File: config.mk
export PLATFORM = sky130hd
export DESIGN_NAME = d_to_ex_elastic_reg
export DESIGN_NICKNAME = d
export VERILOG_FILES = /design/src/rtl/d_to_ex_elastic_reg.sv
export SDC_FILE = /design/constraint.sdc
export NUM_CORES = 1
export LEC_CHECK = 0
export CORE_UTILIZATION = 50
export DETAILED_ROUTE_END_ITERATION = 6
export PLACE_DENSITY = 0.81
export SYNTH_ARGS = -nofsm -noshare
export SYNTH_HDL_FRONTEND = slang
export SYNTH_SLANG_ARGS = --single-unit
File: constraint.sdc
create_clock -name clk -period 18.4 [get_ports clk]
set_input_delay 2.76 -clock clk [delete_from_list [all_inputs] [get_ports clk]]
set_output_delay 2.76 -clock clk [all_outputs]
set_load 0.03 [all_outputs]
File: src/rtl/d_to_ex_elastic_reg.sv
// ---------------------------------------------------------------------------
// d_to_ex_elastic_reg
//
// Elastic decode-to-execute pipeline register. Decode hands over an
// instruction with a valid/ready handshake; execute can back-pressure it
// without losing anything. With SKID=1 a second (skid) entry absorbs the
// instruction that is in flight when execute stalls, which lets D_ready be
// a pure decode of registered state. With SKID=0 there is a single entry and
// D_ready follows EX_ready combinationally. EX_taken flushes everything
// held, plus anything accepted at the same edge.
//
// Ports
//   clk, rst            clock, synchronous active-high reset
//   D_valid / D_ready   decode-side handshake
//   D_ops, D_pc,        instruction payload from decode
//   D_alu_op, D_rd,
//   D_brn, D_ld,
//   D_str, D_we
//   EX_taken            flush request from execute
//   EX_ready            execute consumes the presented instruction
//   EX_valid, EX_*      instruction presented to execute (all 0 when idle)
//   bubble_cnt          saturating count of idle cycles since reset
// ---------------------------------------------------------------------------
module d_to_ex_elastic_reg #(
   parameter int XLEN = 32,
   parameter int NOPS = 4,
   parameter int OPW  = 4,
   parameter int RDW  = 5,
   parameter int SKID = 1,
   parameter int CNTW = 16
) (
   input  logic                 clk,
   input  logic                 rst,
   input  logic                 D_valid,
   output logic                 D_ready,
   input  logic [NOPS*XLEN-1:0] D_ops,
   input  logic [XLEN-1:0]      D_pc,
   input  logic [OPW-1:0]       D_alu_op,
   input  logic [RDW-1:0]       D_rd,
   input  logic                 D_brn,
   input  logic                 D_ld,
   input  logic                 D_str,
   input  logic                 D_we,
   input  logic                 EX_taken,
   input  logic                 EX_ready,
   output logic                 EX_valid,
   output logic [NOPS*XLEN-1:0] EX_ops,
   output logic [XLEN-1:0]      EX_pc,
   output logic [OPW-1:0]       EX_alu_op,
   output logic [RDW-1:0]       EX_rd,
   output logic                 EX_brn,
   output logic                 EX_ld,
   output logic                 EX_str,
   output logic                 EX_we,
   output logic [CNTW-1:0]      bubble_cnt
);

   typedef struct packed {
      logic [NOPS*XLEN-1:0] ops;
      logic [XLEN-1:0]      pc;
      logic [OPW-1:0]       alu_op;
      logic [RDW-1:0]       rd;
      logic                 brn;
      logic                 ld;
      logic                 str;
      logic                 we;
   } entry_t;

   // Number of live entries. TWO is only reachable when SKID=1.
   typedef enum logic [1:0] {EMPTY, ONE, TWO} state_t;

   state_t          state_q;
   entry_t          main_q;
   entry_t          skid_q;
   entry_t          d_entry;
   logic [CNTW-1:0] bubble_cnt_q;
   logic            accept;
   logic            retire;

   assign d_entry = '{ops: D_ops, pc: D_pc, alu_op: D_alu_op, rd: D_rd,
                      brn: D_brn, ld: D_ld, str: D_str, we: D_we};

   assign EX_valid = (state_q != EMPTY);

   // SKID=1: ready depends only on the state register, so execute's stall
   // never ripples combinationally back into decode.
   assign D_ready = (SKID != 0) ? (state_q != TWO)
                                : ((state_q == EMPTY) | EX_ready);

   assign accept = D_valid & D_ready;
   assign retire = EX_valid & EX_ready;

   always_ff @(posedge clk) begin
      // NOTE: non-blocking assignments throughout, so every branch below sees
      // the pre-edge values of state_q, main_q and skid_q.
      if (rst) begin
         state_q      <= EMPTY;
         main_q       <= '0;
         bubble_cnt_q <= '0;
      end else begin
         if (!EX_valid && (bubble_cnt_q != {CNTW{1'b1}}))
            bubble_cnt_q <= bubble_cnt_q + 1'b1;

         // main_q is kept at zero whenever empty, so EX outputs are driven
         // straight from the register and idle cycles look like a bubble.
         if (EX_taken) begin
            state_q <= EMPTY;
            main_q  <= '0;
         end else begin
            case (state_q)
               EMPTY: begin
                  if (accept) begin
                     state_q <= ONE;
                     main_q  <= d_entry;
                  end
               end
               ONE: begin
                  if (accept && retire) begin
                     main_q <= d_entry;
                  end else if (accept) begin
                     // NOTE: skid_q is not reset; its contents only become
                     // visible after being copied into main_q from TWO.
                     state_q <= TWO;
                     skid_q  <= d_entry;
                  end else if (retire) begin
                     state_q <= EMPTY;
                     main_q  <= '0;
                  end
               end
               TWO: begin
                  if (retire) begin
                     state_q <= ONE;
                     main_q  <= skid_q;
                  end
               end
               default: begin
                  state_q <= EMPTY;
                  main_q  <= '0;
               end
            endcase
         end
      end
   end

   assign EX_ops     = main_q.ops;
   assign EX_pc      = main_q.pc;
   assign EX_alu_op  = main_q.alu_op;
   assign EX_rd      = main_q.rd;
   assign EX_brn     = main_q.brn;
   assign EX_ld      = main_q.ld;
   assign EX_str     = main_q.str;
   assign EX_we      = main_q.we;
   assign bubble_cnt = bubble_cnt_q;

endmodule

Yosys cells after proc, flatten, opt, wreduce, memory -nomap -nowiden
Index checks and enable logic that the tools add are counted.
Word-level totals
  register bits after elaboration: 364
  bits in latches: 0
  bits in writable memories: 0
  memory bits (read-only): 0
  bits of input ports: 178
  output and inout bits: 191
  word-level logic and storage cells: 55
  memories kept: 0
Cells by class
  add/subtract/negate cells: 1
  multipliers: 0
  divide/modulo/power cells: 0
  $lt $le $gt $ge: 0
  eq/ne operators: 10
  shifts and indexed selects: 0
  mux-type cells: 12
  bitwise logic cells: 5
  reduce and logical (&&, ||, !) cells: 9
Operators with widths (count)
  two-way mux 173 bit: 5
  one-hot mux 173 bit (3 select lines): 1
  adder 16 x 1 -> 16 bit, second input constant: 1
  != test 16 bit, second input constant: 1
  two-way mux 2 bit: 5
  != test 3 bit, second input constant: 3
  != test 2 bit, second input constant: 4
  AND reduction 4 bit: 2
  one-hot mux 2 bit (3 select lines): 1
  AND reduction 5 bit: 1
  inverter 1 bit: 3
  bitwise AND 1 bit: 2
  == test 2 x 1 -> 1 bit, second input constant: 1
  == test 2 bit, second input constant: 1
  logical AND 1 bit: 2
  zero test 2 bit: 1
  nonzero test 2 bit: 1
  OR reduction 2 bit: 1
  zero test 1 bit: 1

Longest topological paths before layout
Gate-level depths: netlist of run 1.
  depth after elaboration: 6
  mapped depth: 8
  depth with buffers taken out: 5

Worst setup path after synthesis of run 1
Ideal clock, no wire load.
  path kind: input to register
  from: input port EX_taken
  to: register skid_q[0] (netlist bit), enable pin
  setup time: 0.917 ns
  arrival time: 15.166 ns
  data required time: 17.483 ns
  slack: 2.317 ns
  stages: 4
  buffers on the path: 2
  cells stage by stage: or2_2 clkbuf_1 clkbuf_1 nor3_1
On the way
  word-level cells in the longest chain between the ends: 2
Ends and longest elaborated chain
  start: declaration: RTL line 44  | input logic EX_taken,
  inverter 1 bit (no line)
  AND reduction 5 bit (no line)
  end signal: assignment: RTL line 124  | skid_q <= d_entry;
  end: declaration: RTL line 74  | entry_t skid_q;
Every way passes these cells.
A chain may end at the register's enable or synchronous reset.

Worst setup path after layout of run 1
  from: register state_q[1]
  to: output port EX_valid
On the way
  word-level cells in the longest chain between the ends: 1
Ends and longest elaborated chain
  start: declaration: RTL line 72  | state_t state_q;
  start signal: assignment: RTL line 97  | state_q <= EMPTY;
  start signal: assignment: RTL line 107  | state_q <= EMPTY;
  start signal: assignment: RTL line 113  | state_q <= ONE;
  nonzero test 2 bit: RTL line 83  | assign EX_valid = (state_q != EMPTY);
  end: declaration: RTL line 46  | output logic EX_valid,
Every way passes these cells.

==> results of run 1 <==
per-stage QoR:
stage / instance area [um2] / setup slack [ps] / hold slack [ps] / cells / utilization (%)
floorplan: 15000 / 2320 / 587 / 1440 / -
global placement: 18700 / 12400 / 479 / 2092 / 63.3
detailed placement: 18700 / 12360 / 496 / 2092 / 63.3
CTS: 20100 / 12630 / 509 / 2163 / 67.7
global route: 20100 / 12520 / 531 / 2165 / 67.7
finish: 20100 / 12650 / 507 / 2165 / 67.7
worst max-delay path: cells and delay by family, from the launching register on:
kind	cells	cell delay [ps]
buffers and inverters	3	1670
DFF	1	600
and+or+nand+nor	1	170
power groups by stage:
stage	Combinational (mW)	Clock (mW)	Sequential, mW
2_1_floorplan	0.0912	0	0.919
3_3_place_gp	0.204	0	0.891
3_5_place_dp	0.209	0	0.891
4_1_cts	0.211	0.806	0.874
5_1_grt	0.225	0.837	0.876
6_report	0.210	0.795	0.875
cells in the mapped netlist (3+ instances only):
| cell | instances |
|---|---|
| buf_4 | 10 |
| o31ai_1 | 3 |
| nand3_1 | 6 |
| buf_6 | 10 |
| nand2_1 | 4 |
| dfxtp_1 | 191 |
| a22oi_1 | 173 |
| mux2i_1 | 3 |
| a21oi_1 | 12 |
| nor3_1 | 4 |
| edfxtp_1 | 173 |
| o21ai_0 | 7 |
| nor2_1 | 178 |
| o32ai_1 | 173 |
| or3_1 | 7 |
| buf_2 | 59 |
| or4_1 | 4 |
| inv_1 | 351 |
| clkbuf_1 | 41 |
| nand2b_1 | 3 |
registers in the layout, indices dropped and copies added, names as in the netlist, 2 cells and up:
signal	flops
EX_pc	32
bubble_cnt	16
EX_alu_op	4
state_q	2
EX_ops	128
EX_rd	5
skid_q	173
metal layers:
layer	up-vias	wire length (um)	global-route usage, %
met3	96	3790	6.02
met2	621	19600	41.2
li1	5650	-	-
met4	2	1530	10.3
met5	-	13	0
met1	5826	16800	34.2
cell families (layout without fill, tap and decap cells):
kind of cell | after synthesis | after routing
XOR/XNOR | 1 | 1
adder cells (fa/ha/maj) | 1 | 1
buffers and inverters | 472 | 805
other | 0 | 2
AO/OA/AOI/OAI | 377 | 377
AND/OR/NAND/NOR | 220 | 220
flip-flops | 364 | 364
multiplexers | 5 | 5
cell type report:
class / count / area [um2] / area share (%)
diodes: 2 / 5.00 / 0.0249
clock buffers: 56 / 1130 / 5.64
clock inverters: 15 / 175 / 0.873
inverters: 351 / 1320 / 6.57
multi-input cells: 604 / 4130 / 20.6
flip-flops and latches: 364 / 9020 / 45.0
well taps: 390 / 488 / 2.43
repair buffers: 383 / 3800 / 18.9
final timing paths:
path	from	end	slack (ps)
max reg2reg	state_q[1]$_SDFFE_PP0P_	EX_ops[19]$_SDFFE_PP0P_	15010
max	state_q[1]$_SDFFE_PP0P_	EX_valid	12650
min reg2reg	EX_ops[28]$_SDFFE_PP0P_	EX_ops[28]$_SDFFE_PP0P_	510
min	EX_ops[28]$_SDFFE_PP0P_	EX_ops[28]$_SDFFE_PP0P_	510
==> metrics.csv, run 1 <==
metric,value,unit
FILL cells,2206,
die width,175,um
port buffer count,368,
endpoint class of the critical path,output pin,
Setup Skew,20.5,ps
Final #Nets,1922,
Setup-failing EPs final,0,
gpl congestion,0.828,
Critical Path RT,15640,ps
WL/cell,19.2,um
Worst Tran Pin Value,1030,ps
Final ANT Viol Nets,0,
Yosys top cell area share,34.5,%
run status,"complete, no violations",
ys async rst share,0,%
Boundary Pins,369,
Post-CTS Setup Bufs,0,
H-Tree Depth,2,
Synth Area in Simple Gates,6.50,%
mux cell area share after synthesis,0.374,%
clk_lat worst skew,520,ps
largest net degree at the start of global routing,83,
unrepaired setup endpoints after global routing,false,
DRC Markers,0,
Netlist cell types,44,
Synth Area in Adders,0.0831,%
Synth Instances,1440,
Crit path arrival time,2990,ps
"Hold-fix buffers, CTS",0,
detailed placer's ending HPWL,25400,um
post-synth top area cell,edfxtp_1,
"Cell Area, Synth",0.0150,mm2
final hold vios,0,
"CTS clk-pin slew, worst paths",60,ps
total global-route track usage,25.9,%
Logic pwr share,11.2,%
synthesis-to-finish area growth,33.3,%
vias in the first global route,11900,
root buf cell,clkbuf_16,
initial antenna violation count,3,
"IR drop worst, VDD",0.0610,mV
final number of max-transition violations,0,
first-pass GRT wire length,63900,um
Crit path largest cell delay,750,ps
setup TNS,0,ps
XOR/XNOR Fraction of Synth Area,0.0582,%
NetSw,0.437,mW
Area contributors post-synth,"edfxtp_1 35%, dfxtp_1 25%, o32ai_1 10%",
row count,63,
CTS max path bufs,3,
"commonest non-fill, non-tap cells in the layout","368 x clkdlybuf4s50_1, 351 x inv_1, 190 x dfxtp_1",
internal cell power,1.44,mW
R2R depth,5,
Detailed Route WL,41700,um
path type of the worst setup path,flop to output pin,
power per cell area,93.7,mW/mm2
CP cell instances,"buf_4, nor2_4, inv_1, clkdlybuf4s50_1",
layout cell share with drive strength beyond 1,5.02,%
core area,0.0296,mm2
yosys warns,0,
Via density,5.63,
leading register cell type out of synthesis,dfxtp_1,
worst min path class,flop to flop,
Clk network pwr share,42.3,%
hold depth,2,
register bit total from synthesis,364,
Max-cap violations,0,
Sink Count,364,
initial core utilization,50.8,%
post-layout minimum cycle time,5750,ps
syn avg cell area,10.5,um2
Syn Nets,1619,
number of synthesized flops with an enable pin,173,
Initial DRC Count,1159,
sw frac,23.2,%
Critical Path Source Type,flop,
overall power,1.88,mW
Compound-Gate Fraction of Synth Area,20.0,%
CP max-delay cell,buf_4,
sequential share of the synthesized area,59.9,%
"commonest non-fill, non-tap cell in the layout",clkdlybuf4s50_1,
CTS tree,built,
die height,175,um
Die ar.,0.0308,mm2
global route total overflow,0,
CTS buffer count,39,
sequential share of power,46.5,%
fmax,0.174,GHz
crit share post-route,31.2,%
largest family of logic cells by synthesized area,compound AO/OA/AOI/OAI gates,
CP max FO,74,
Worst slew margin,31.4,%
via count,12200,
Pleak,8.05,nW
"Gates resized, CTS repair",0,
drt first pass iters,5,
(Power assumes the default switching activity.)
==> inputs of run 2 (changes only) <==
--- a/config.mk
+++ b/config.mk
@@ -5,9 +5,9 @@
 export SDC_FILE = /design/constraint.sdc
 export NUM_CORES = 1
 export LEC_CHECK = 0
-export CORE_UTILIZATION = 50
+export CORE_UTILIZATION = 45
 export DETAILED_ROUTE_END_ITERATION = 6
-export PLACE_DENSITY = 0.81
+export PLACE_DENSITY = 0.77
 export SYNTH_ARGS = -nofsm -noshare
 export SYNTH_HDL_FRONTEND = slang
 export SYNTH_SLANG_ARGS = --single-unit
==> constraint.sdc (replaced) <==
create_clock -name clk -period 4.9 [get_ports clk]
set_input_delay 0.735 -clock clk [delete_from_list [all_inputs] [get_ports clk]]
set_output_delay 0.735 -clock clk [all_outputs]
set_load 0.03 [all_outputs]
==> run 2 against run 1 <==
Wire length increased by 0.28%. Sequential share of layout area shrank 0.28 points. Cell area grew 0.62%. Critical path depth is 2 higher. Critical path type is now primary input to flop. Critical endpoint is now EX_pc[26]$_SDFFE_PP0P_.
==> metrics.csv, run 2 (same netlist as run 1, synthesis figures left out) <==
metric,value,unit
run status,"complete, no violations",
Setup Skew,12.6,ps
row count,66,
Worst Slack Setup Final,2050,ps
non-filler cells in the finished layout,2217,
overall power,7.07,mW
Worst Hold End,EX_ops[53]$_SDFFE_PP0P_,
Boundary Pins,369,
CP cell instances,"clkdlybuf4s50_1, mux2i_1, o22ai_4, buf_4, a22oi_1, nor2_1",
initial core utilization,46.0,%
reg-to-reg startpoint,state_q[0]$_SDFFE_PP0P_,
"commonest non-fill, non-tap cells in the layout","368 x clkdlybuf4s50_1, 351 x inv_1, 190 x dfxtp_1",
WL/cell,18.9,um
Final #Nets,1921,
clk_lat worst skew,520,ps
hold depth,2,
Post-CTS Setup Bufs,0,
Detailed Route WL,41800,um
die width,185,um
Critical Path Source Type,primary input,
port buffer count,368,
Critical R2R Capture,EX_pc[26]$_SDFFE_PP0P_,
initial antenna violation count,3,
Die ar.,0.0342,mm2
Final ANT Viol Nets,0,
first-pass GRT wire length,64700,um
endpoint class of the critical path,flop,
post-layout minimum cycle time,2850,ps
R2R depth,5,
Via density,5.46,
die height,185,um
CTS tree,built,
Critical Path RT,5330,ps
area of the multi-input gates,0.00413,mm2
Sink Count,364,
CP max FO,87,
"CTS clk-pin slew, worst paths",60,ps
Worst Tran Pin Value,1150,ps
"Most flops, register",skid_q,
buffers and inverters on the worst path,2,
via count,12100,
placed cell area,0.0189,mm2
Initial DRC Count,966,
DRC Markers,0,
final hold vios,0,
Pleak,8.06,nW
"commonest non-fill, non-tap cell in the layout",clkdlybuf4s50_1,
"IR drop worst, VDD",0.202,mV
worst hold margin,509,ps
"Gates resized, CTS repair",0,
CP max-delay cell,clkdlybuf4s50_1,
global route total overflow,0,
CTS buffer count,39,
"Hold-fix buffers, CTS",0,
layout cell share with drive strength beyond 1,5.14,%
Worst slew margin,23.5,%
crit share post-route,58.2,%
core area,0.0327,mm2
power per cell area,350,mW/mm2
unrepaired setup endpoints after global routing,false,
detailed placer's ending HPWL,25200,um
drt first pass iters,5,
path type of the worst setup path,primary input to flop,
post-route design area,0.0202,mm2
H-Tree Depth,2,
FILL cells,2624,
Sequential cell area,0.00902,mm2
worst min path class,flop to flop,
Crit path arrival time,3280,ps
Max-cap violations,0,
synthesis-to-finish area growth,34.1,%
Reg2Reg Setup Slack,2490,ps
total global-route track usage,23.7,%
Hold Startpoint,EX_ops[53]$_SDFFE_PP0P_,
Crit path largest cell delay,770,ps
root buf cell,clkbuf_16,
CP top delay family,buffers and inverters,
largest net degree at the start of global routing,176,
gpl congestion,0.771,
max reg flops,173,
final number of max-transition violations,0,
vias in the first global route,11900,
DP Cell Count,2143,
Place WS,1600,ps
CTS max path bufs,3,
fmax,0.351,GHz
Setup-failing EPs final,0,
## run 2: cell types whose count changed in the layout (fill, tap and decap cells not counted)
cell / before / now
buf_12: 0 / 5
clkbuf_16: 41 / 39
nor3_2: 1 / 0
clkbuf_1: 10 / 4
diode_2: 2 / 4
clkinv_2: 7 / 8
bufinv_16: 4 / 5
clkinv_1: 3 / 5
nor3_4: 0 / 1
clkinvlp_4: 0 / 2
inv_6: 1 / 2
buf_4: 15 / 9
## run 2: worst max-delay path by stage
stage	from	end	slack, ps	cells after the start
after floorplan	EX_taken	skid_q[0]$_DFFE_PP_	-910	4
after global placement	EX_ready	EX_ops[75]$_SDFFE_PP0P_	1640	6
after detailed placement	EX_ready	EX_ops[75]$_SDFFE_PP0P_	1600	6
after CTS	state_q[0]$_SDFFE_PP0P_	D_ready	2070	2
after global routing	EX_ready	EX_ops[43]$_SDFFE_PP0P_	1940	6
final	EX_ready	EX_pc[26]$_SDFFE_PP0P_	2050	6
## run 2: per-stage QoR
stage,util [%],TNS (ps)
after detailed placement,57.7,0
after floorplan,-,-157810
final,61.7,0
after global routing,61.7,0
after global placement,57.7,0
after CTS,61.7,0
## run 2: power breakdown
group          switching [mW]  internal [mW]
clock network            1.19           1.80
logic                   0.437          0.361
registers              0.0380           3.24
## run 2: final cells by class
type | instances | share of cell area, %
diodes | 4 | 0.0496
clock buffers | 48 | 5.25
clock inverters | 22 | 1.20
inverters | 351 | 6.53
multi-input cells | 604 | 20.5
flip-flops and latches | 364 | 44.7
well taps | 442 | 2.74
repair buffers | 382 | 19.1
## run 2: worst min-delay path, delay by kind of cell (launching register included)
kind	cells	cell delay, ps
compound gates	1	80
flops	1	320
simple gates	1	80
## run 2: routing by layer
metal  up-vias  GRT usage [%]  share of wire (%)
met5         -              0                  0
met4         0           9.69                3.4
met3        86           3.91                6.2
met2       456           38.4                 49
met1      5892           31.4                 41
li1       5671              -                  -
